[src/rtl/bht_update_ctrl.sv]
// Purpose: generic circular FIFO with occupancy count; simultaneous push and pop allowed.
// Latency: a pushed entry is visible at pop_dat on the cycle after the push.
// Backpressure: none internally; the owner must not push when full or pop when empty.
module bht_fifo #(
    parameter int WIDTH = 8,
    parameter int DEPTH = 4
) (
    input  logic                   clk,
    input  logic                   rst,
    input  logic                   push,
    input  logic [WIDTH-1:0]       push_dat,
    input  logic                   pop,
    output logic [WIDTH-1:0]       pop_dat,
    output logic                   full,
    output logic                   empty,
    output logic [$clog2(DEPTH):0] count
);
    localparam int PTR_W = $clog2(DEPTH);

    logic [WIDTH-1:0] mem [DEPTH];
    logic [PTR_W-1:0] wr_ptr;
    logic [PTR_W-1:0] rd_ptr;

    always_ff @(posedge clk or negedge rst) begin
        if (!rst) begin
            wr_ptr <= '0;
            rd_ptr <= '0;
            count  <= '0;
        end else begin
            if (push) wr_ptr <= wr_ptr + 1'b1;
            if (pop)  rd_ptr <= rd_ptr + 1'b1;
            case ({push, pop})
                2'b10:   count <= count + 1'b1;
                2'b01:   count <= count - 1'b1;
                default: count <= count;
            endcase
        end
    end

    always_ff @(posedge clk) begin
        if (push) mem[wr_ptr] <= push_dat;
    end

    assign pop_dat = mem[rd_ptr];
    assign full    = (count == (PTR_W + 1)'(DEPTH));
    assign empty   = (count == '0);
endmodule

// Purpose: 2-bit saturating-counter branch table with a queued training path and an init sweep.
// Latency: prediction one cycle after lookup acceptance; queued training drains in the background.
// Backpressure: a full training queue drops both ready signals until one entry has drained.
module bht_update_ctrl #(
    parameter int INDEX_W    = 6,
    parameter int FIFO_DEPTH = 4
) (
    input  logic        clk,
    input  logic        rst,
    input  logic        rdy,
    input  logic        clr,
    input  logic        lookup_valid,
    input  logic [31:0] lookup_pc,
    output logic        lookup_ready,
    output logic        pred_valid,
    output logic        pred_taken,
    input  logic        train_valid,
    input  logic [31:0] train_pc,
    input  logic        train_taken,
    output logic        train_ready,
    output logic        init_busy
);
    localparam int TBL_N = 2 ** INDEX_W;
    localparam int CNT_W = $clog2(FIFO_DEPTH) + 1;
    localparam logic [INDEX_W-1:0] IDX_LAST = '1;

    typedef enum logic {INIT, RUN} state_t;

    state_t             state_q;
    state_t             state_d;
    logic [INDEX_W-1:0] sweep_idx;
    logic [1:0]         tbl [TBL_N];
    logic [INDEX_W-1:0] tbl_addr;
    logic               tbl_we;
    logic [1:0]         tbl_wdat;
    logic [1:0]         tbl_rdat;
    logic [1:0]         ctr_next;
    logic               sweep_wr;
    logic               lookup_fire;
    logic               drain;
    logic               push;
    logic               fifo_full;
    logic               fifo_empty;
    logic [CNT_W-1:0]   fifo_cnt;
    logic [INDEX_W:0]   head;
    logic               pv_q;
    logic               pt_q;
    logic               unused_pc_bits;

    assign unused_pc_bits = ^{lookup_pc[31:INDEX_W+2], lookup_pc[1:0],
                              train_pc[31:INDEX_W+2], train_pc[1:0]};

    always_ff @(posedge clk or negedge rst) begin
        if (!rst) begin
            state_q   <= INIT;
            sweep_idx <= '0;
        end else begin
            state_q <= state_d;
            if (sweep_wr) sweep_idx <= sweep_idx + 1'b1;
        end
    end

    // Full queue wins over lookups so training can never be starved.
    always_comb begin
        state_d      = state_q;
        init_busy    = 1'b1;
        lookup_ready = 1'b0;
        train_ready  = 1'b0;
        sweep_wr     = 1'b0;
        lookup_fire  = 1'b0;
        drain        = 1'b0;
        case (state_q)
            INIT: begin
                sweep_wr = rdy;
                if (rdy && sweep_idx == IDX_LAST) state_d = RUN;
            end
            RUN: begin
                init_busy    = 1'b0;
                train_ready  = rdy && !fifo_full;
                lookup_ready = rdy && !fifo_full && !clr;
                if (rdy) begin
                    if (fifo_full)                         drain       = 1'b1;
                    else if (lookup_valid && lookup_ready) lookup_fire = 1'b1;
                    else if (!fifo_empty)                  drain       = 1'b1;
                end
            end
            default: state_d = INIT;
        endcase
    end

    assign push = train_valid && train_ready;

    bht_fifo #(
        .WIDTH (INDEX_W + 1),
        .DEPTH (FIFO_DEPTH)
    ) u_fifo (
        .clk      (clk),
        .rst      (rst),
        .push     (push),
        .push_dat ({train_pc[INDEX_W+1:2], train_taken}),
        .pop      (drain),
        .pop_dat  (head),
        .full     (fifo_full),
        .empty    (fifo_empty),
        .count    (fifo_cnt)
    );

    // Single table port: sweep, drain and lookup are mutually exclusive by construction.
    always_comb begin
        tbl_we   = 1'b0;
        tbl_addr = lookup_pc[INDEX_W+1:2];
        if (sweep_wr) begin
            tbl_we   = 1'b1;
            tbl_addr = sweep_idx;
        end else if (drain) begin
            tbl_we   = 1'b1;
            tbl_addr = head[INDEX_W:1];
        end
    end

    assign tbl_rdat = tbl[tbl_addr];

    always_comb begin
        ctr_next = tbl_rdat;
        if (head[0]) begin
            if (tbl_rdat != 2'b11) ctr_next = tbl_rdat + 2'd1;
        end else begin
            if (tbl_rdat != 2'b00) ctr_next = tbl_rdat - 2'd1;
        end
    end

    assign tbl_wdat = sweep_wr ? 2'b01 : ctr_next;

    always_ff @(posedge clk) begin
        if (tbl_we) tbl[tbl_addr] <= tbl_wdat;
    end

    always_ff @(posedge clk or negedge rst) begin
        if (!rst) begin
            pv_q <= 1'b0;
            pt_q <= 1'b0;
        end else if (rdy) begin
            pv_q <= lookup_fire;
            if (lookup_fire) pt_q <= tbl_rdat[1];
        end
    end

    // A flush squashes the in-flight prediction without disturbing the held register.
    assign pred_valid = pv_q && !clr;
    assign pred_taken = pt_q;
endmodule

[config.mk]
export PLATFORM = sky130hd
export DESIGN_NAME = bht_update_ctrl
export DESIGN_NICKNAME = d
export VERILOG_FILES = /design/src/rtl/bht_update_ctrl.sv
export SDC_FILE = /design/constraint.sdc
export NUM_CORES = 1
export LEC_CHECK = 0
export CORE_MARGIN = 1
export CORE_UTILIZATION = 53
export CTS_BUF_LIST = sky130_fd_sc_hd__clkbuf_8
export DETAILED_ROUTE_END_ITERATION = 8
export HOLD_SLACK_MARGIN = 0.02
export PLACE_DENSITY = 0.78
export SLEW_MARGIN = 20
export SYNTH_ARGS = -nofsm -noshare
export SYNTH_HDL_FRONTEND = slang
export SYNTH_SLANG_ARGS = --single-unit
[constraint.sdc]
create_clock -name clk -period 6.2 [get_ports clk]
set_input_delay 1.24 -clock clk [delete_from_list [all_inputs] [get_ports clk]]
set_output_delay 1.24 -clock clk [all_outputs]
set_load 0.005 [all_outputs]
[After elaboration in Yosys (flattened, before gate mapping)]
Memories as Yosys holds them, arrays and structs flattened.
Cells that the tools add are included.
Word-level totals
  output and inout bits: 5
  RAM bits: 156
  word-level logic and storage cells: 61
  bits of input ports: 71
  bits in registers: 16
  memories kept: 2
Memories
  tbl: depth 64, width 2, rd ports 1, clocked after Yosys merged registers in 0, write ports 1, RTL line 80  | logic [1:0] tbl [TBL_N];
  u_fifo.mem: depth 4, width 7, rd ports 1, clocked after Yosys merged registers in 0, write ports 1, RTL line 20  | logic [WIDTH-1:0] mem [DEPTH];
Operators by class
  add/subtract/negate cells: 7
  mux-type cells: 28
  equal/unequal tests: 5
  reduce and logical (&&, ||, !) cells: 12
Operator list (count)
  $mux 1: 21
  $mux 6: 2
  $mux 2: 4
  $add 2x1->2 const B: 3
  $add 6x1->6 const B: 1
  $eq 6x6->1 const B: 1
  $logic_and 1x1->1: 6
  $pmux 3 s2: 1
  $reduce_bool 2->1: 2
  $add 3x1->3 const B: 1
  $eq 3x3->1 const B: 1
  $logic_not 3->1: 1
  $sub 3x1->3 const B: 1
  $eq 2x1->1 const B: 1
  $eq 2x2->1 const B: 1
  $logic_not 1->1: 2
  $ne 2x2->1 const B: 1
  $reduce_and 2->1: 1
  $sub 2x1->2 const B: 1

[Depth between registers and ports, before layout]
An unclocked memory read counts as a cell.
  depth in word-level cells: 16
  mapped depth: 13
  mapped depth without buffers: 12

[Hierarchy]
From an unflattened synthesis, not the netlist that was laid out.
Unflattened totals
  cell total of the unflattened synthesis: 592
  area, all modules: 7659.8 um^2
Modules (own cells, without submodules)
  bht_update_ctrl: instances 1, cells an instance 519, sequential area each 4068.9 um^2, area an instance 6249.7 um^2
  bht_fifo: instances 1, cells an instance 73, sequential area each 1016.0 um^2, area an instance 1410.1 um^2

[Worst setup path after synthesis]
Ideal clock, no wire load.
  kind: input -> register
  from: input clr
  to: memory tbl[0][1], data pin
  arrival: 5970 ps
  setup time: 719 ps
  cell stages on the path: 13
  path buffers: 4
  data required time: 5481 ps
  path slack: -489 ps
  cell sequence: nand2b_1 clkbuf_1 o2111ai_2 o211ai_4 buf_6 buf_12 buf_8 mux2i_1 mux2i_1 o22ai_1 a222oi_1 nand4_1 o31ai_1
Between the ends
  cells in the longest elaborated chain, start to end: 14
  elaborated cells on any way between the ends: 18
  those cells by class: add/sub: 2; eq/ne: 1; mux: 10; reduce/logical: 4; memory: 1
Ends and longest elaborated chain
  start, declared: RTL line 59  | input logic clr,
  $logic_not 1->1 (*): RTL line 128  | lookup_ready = rdy && !fifo_full && !clr;
  $logic_and 1x1->1 (*): RTL line 128
  $logic_and 1x1->1 (*): RTL line 131  | else if (lookup_valid && lookup_ready) lookup_fire = 1'b1;
  $mux 1 (*): RTL line 131
  $mux 1 (*): RTL line 130  | if (fifo_full) drain = 1'b1;
  $mux 1 (*): RTL line 129  | if (rdy) begin
  $mux 1 (*): RTL line 120  | case (state_q)
  $mux 6 (*): RTL line 163  | end else if (drain) begin
  $mux 6 (*): RTL line 160  | if (sweep_wr) begin
  $mem_v2 64x2 (*)
  $sub 2x1->2 (tied with other cells): RTL line 176  | if (tbl_rdat != 2'b00) ctr_next = tbl_rdat - 2'd1;
  $mux 2, on equally long branches: RTL line 176, 174
  $mux 2 (*): RTL line 173  | if (head[0]) begin
  $mux 2 (*): RTL line 180  | assign tbl_wdat = sweep_wr ? 2'b01 : ctr_next;
  net tbl_wdat[1]: RTL line 83  | logic [1:0] tbl_wdat;
  end, declared: RTL line 80
Mark *: on every way through the listed nets, which the timed path passes. The rest lies on a longest branch.

[Worst setup path in the final report]
  from: input clr
  to: memory tbl[30][1], data pin
Same word-level chain as after synthesis.

==> run metrics <==
crit path cell chain=clkdlybuf4s50_1 > nand2b_1 > o21a_4 > o21ai_2 > a22oi_1 > or3_1 > o22ai_1 > a222oi_1 > nand4_1 > o31ai_4 > buf_12; total negative slack=0 ns; layout cells sized above 1=10.5%; Initial Utilization=54.7%; Fin. Hold Viols=0; WP data required=6.50 ns; Post-CTS Setup Inserts=0; Final WS setup=0.768 ns; Routed Wire Length=16300 µm; crit path DAT=5.73 ns; pre-CTS setup slack=0.369 ns; Synth Flop Type=edfxtp_1; post-synthesis cell type count=57; Syn Nets=639; Port Buffers=23; Max Slew Vio Count=0; drt wl/cell=20.8 µm; worst rel slew slack=31.7%; largest net degree at the start of global routing=50; Initial DRC Count=729; post-synth top area share=61.2%; asr flop ratio synth=9.30%; P per Cell Area=387 nW/µm²; Seq/Total Area, Yosys=66.5%; Setup Crit Path Kind=in2reg; CTS hold repair buffers=0; initial antenna violation count=0; total gr overflow=0; Slowest-stage cell, CP=o31ai_4; synth top area cells=edfxtp_1, mux2i_1, dfrtp_1, nor2_1, nand2_1; clock transition time at the flip-flop clock pins of the worst setup and hold paths=0.09 ns; final-stage net count=666; RSZ-0062 raised after global routing=false; total CTS buffers=17; Syn Area/Cell=13.6 µm²; status=completed; Hold Path Class=reg2reg; Final Setup Violations=0; clk sinks=172; Max Fclk=0.184 GHz; MaxCap Viol Count=0; gate count of the mapped netlist=561; DRC viols=0; total track usage=23.7%; Worst IR Drop VDD=0.231 mV; crit-path max FO=40; n_diodes=0; vias=4780; first-pass GRT wire length=25500 µm; Worst Clk Skew=0.0207 ns; CTS tree=built; final-layout fill cell count=1023; Largest stage delay, worst path=0.91 ns; Via density=6.12; Max clock buf depth=2; post-layout util=60.9%; Root Driver=clkbuf_8; Critical Path End Type=flop; cell taking the most area after synthesis=edfxtp_1; DP HPWL=10500 µm; worst-margin pin slew=1.02 ns; most frequent cells after synthesis=edfxtp_1, nor2_1, nand2_1; CP bufs+invs=2; vias in the first global route=4705; Clock Latency Late Sink=0.47 ns; startpoint types=input port; Syn Std Cell Area=7650 µm²; RD Place Congestion=0.801; P&R area growth vs syn=11.4%; core area=14000 µm²; drt pass-1 iters=5; EDFF count, synth=156; Syn. warnings=0; crit share post-route=87.6%; post-synthesis register bit count=172; Static Leakage=2.98 nW; io pins=76; most common cell in the netlist=edfxtp_1; Die Wd=122 µm; Die Y=122 µm; fin crit period=5.43 ns; total power=3.30 mW; ANT nets after route=0; Top delay family on crit path=compound AO/OA/AOI/OAI gates; CTS H-tree depth=4; die area=14900 µm²; Post-CTS Resized=0; Core Rows=43
==> power breakdown <==
group	internal (mW)	total [mW]	switching [mW]
combinational	0.292	0.874	0.583
sequential	1.50	1.55	0.0554
clock	0.463	0.870	0.407
==> layer usage <==
metal / up-vias / wire [µm] / part of all wire, % / track usage, %
met1: 2378 / 6410 / 39 / 29.8
met4: 0 / 285 / 1.8 / 8.08
met5: - / 0 / 0 / 0
met3: 25 / 1210 / 7.4 / 6.32
li1: 2179 / - / - / -
met2: 198 / 8370 / 51 / 39.9
==> cell usage in the layout, fill, tap and decap left out, types with 8 or more instances in the layout <==
master / instances
a21oi_1: 8
buf_4: 10
clkbuf_8: 19
clkdlybuf4s50_1: 23
dfrtp_1: 16
edfxtp_1: 156
inv_1: 15
mux2i_1: 50
nand2_1: 65
nand3_1: 11
nor2_1: 80
nor3_1: 11
==> final cells by class <==
type	count	area, µm²	share of cell area [%]
flip-flops and latches	172	5080	59.7
multi-input cells	346	2340	27.5
repair buffers	36	365	4.29
clock buffers	19	262	3.07
well taps	180	225	2.64
clock inverters	13	186	2.19
inverters	15	56.3	0.661
==> per-stage QoR <==
step,hold WS [ns],cells,cell area (µm²)
after floorplan,0.447,561,7660
after global placement,0.466,749,8080
after detailed placement,0.475,749,8080
after CTS,0.499,781,8520
after global routing,0.508,781,8520
final,0.501,781,8520
==> registers in the layout, summed over array words and instances (netlist names) <==
register and flops:
state_q 1, pv_q 1, u_fifo.rd_ptr 2, u_fifo.count 3, sweep_idx 6, u_fifo.wr_ptr 2
pred_taken 1, tbl 128, u_fifo.mem 28
==> worst register-to-register path: stages (launching register included) <==
cell,delay [ns]
dfrtp_1,0.68
mux4_2,0.62
o2111ai_1,0.18
o211a_1,0.68
buf_4,0.33
nand2_1,0.08
a32oi_1,0.19
a21oi_1,0.11
a2111o_1,0.45
o21a_1,0.22
o31ai_4,0.82
buf_12,0.30
==> cells by family (layout without fill, tap and decap cells) <==
group                      Yosys count  count (layout)  share of synthesized area (%)
AOI/OAI and AO/OA                   79              79                           8.42
adders and majority gates            7               7                           1.24
DFF                                172             172                           66.5
xor gates and xnor gates            11              11                           1.26
and+or+nand+nor                    190             190                           10.4
buffers and inverters               43              83                           3.27
muxes                               59              59                           8.90
==> worst paths after layout <==
kind	start	end	slack, ns	cells after the start
min in group asynchronous	rst	u_fifo.count[2]	1.22	1
hold reg to reg	u_fifo.count[2]	u_fifo.count[2]	0.50	1
setup / recovery	clr	tbl[30][1]	0.77	11
max in group asynchronous	rst	sweep_idx[5]	4.49	1
setup reg to reg	u_fifo.rd_ptr[0]	tbl[30][1]	1.36	11
hold / removal	u_fifo.count[2]	u_fifo.count[2]	0.50	1
No activity file was read; power rests on OpenSTA's default activity.
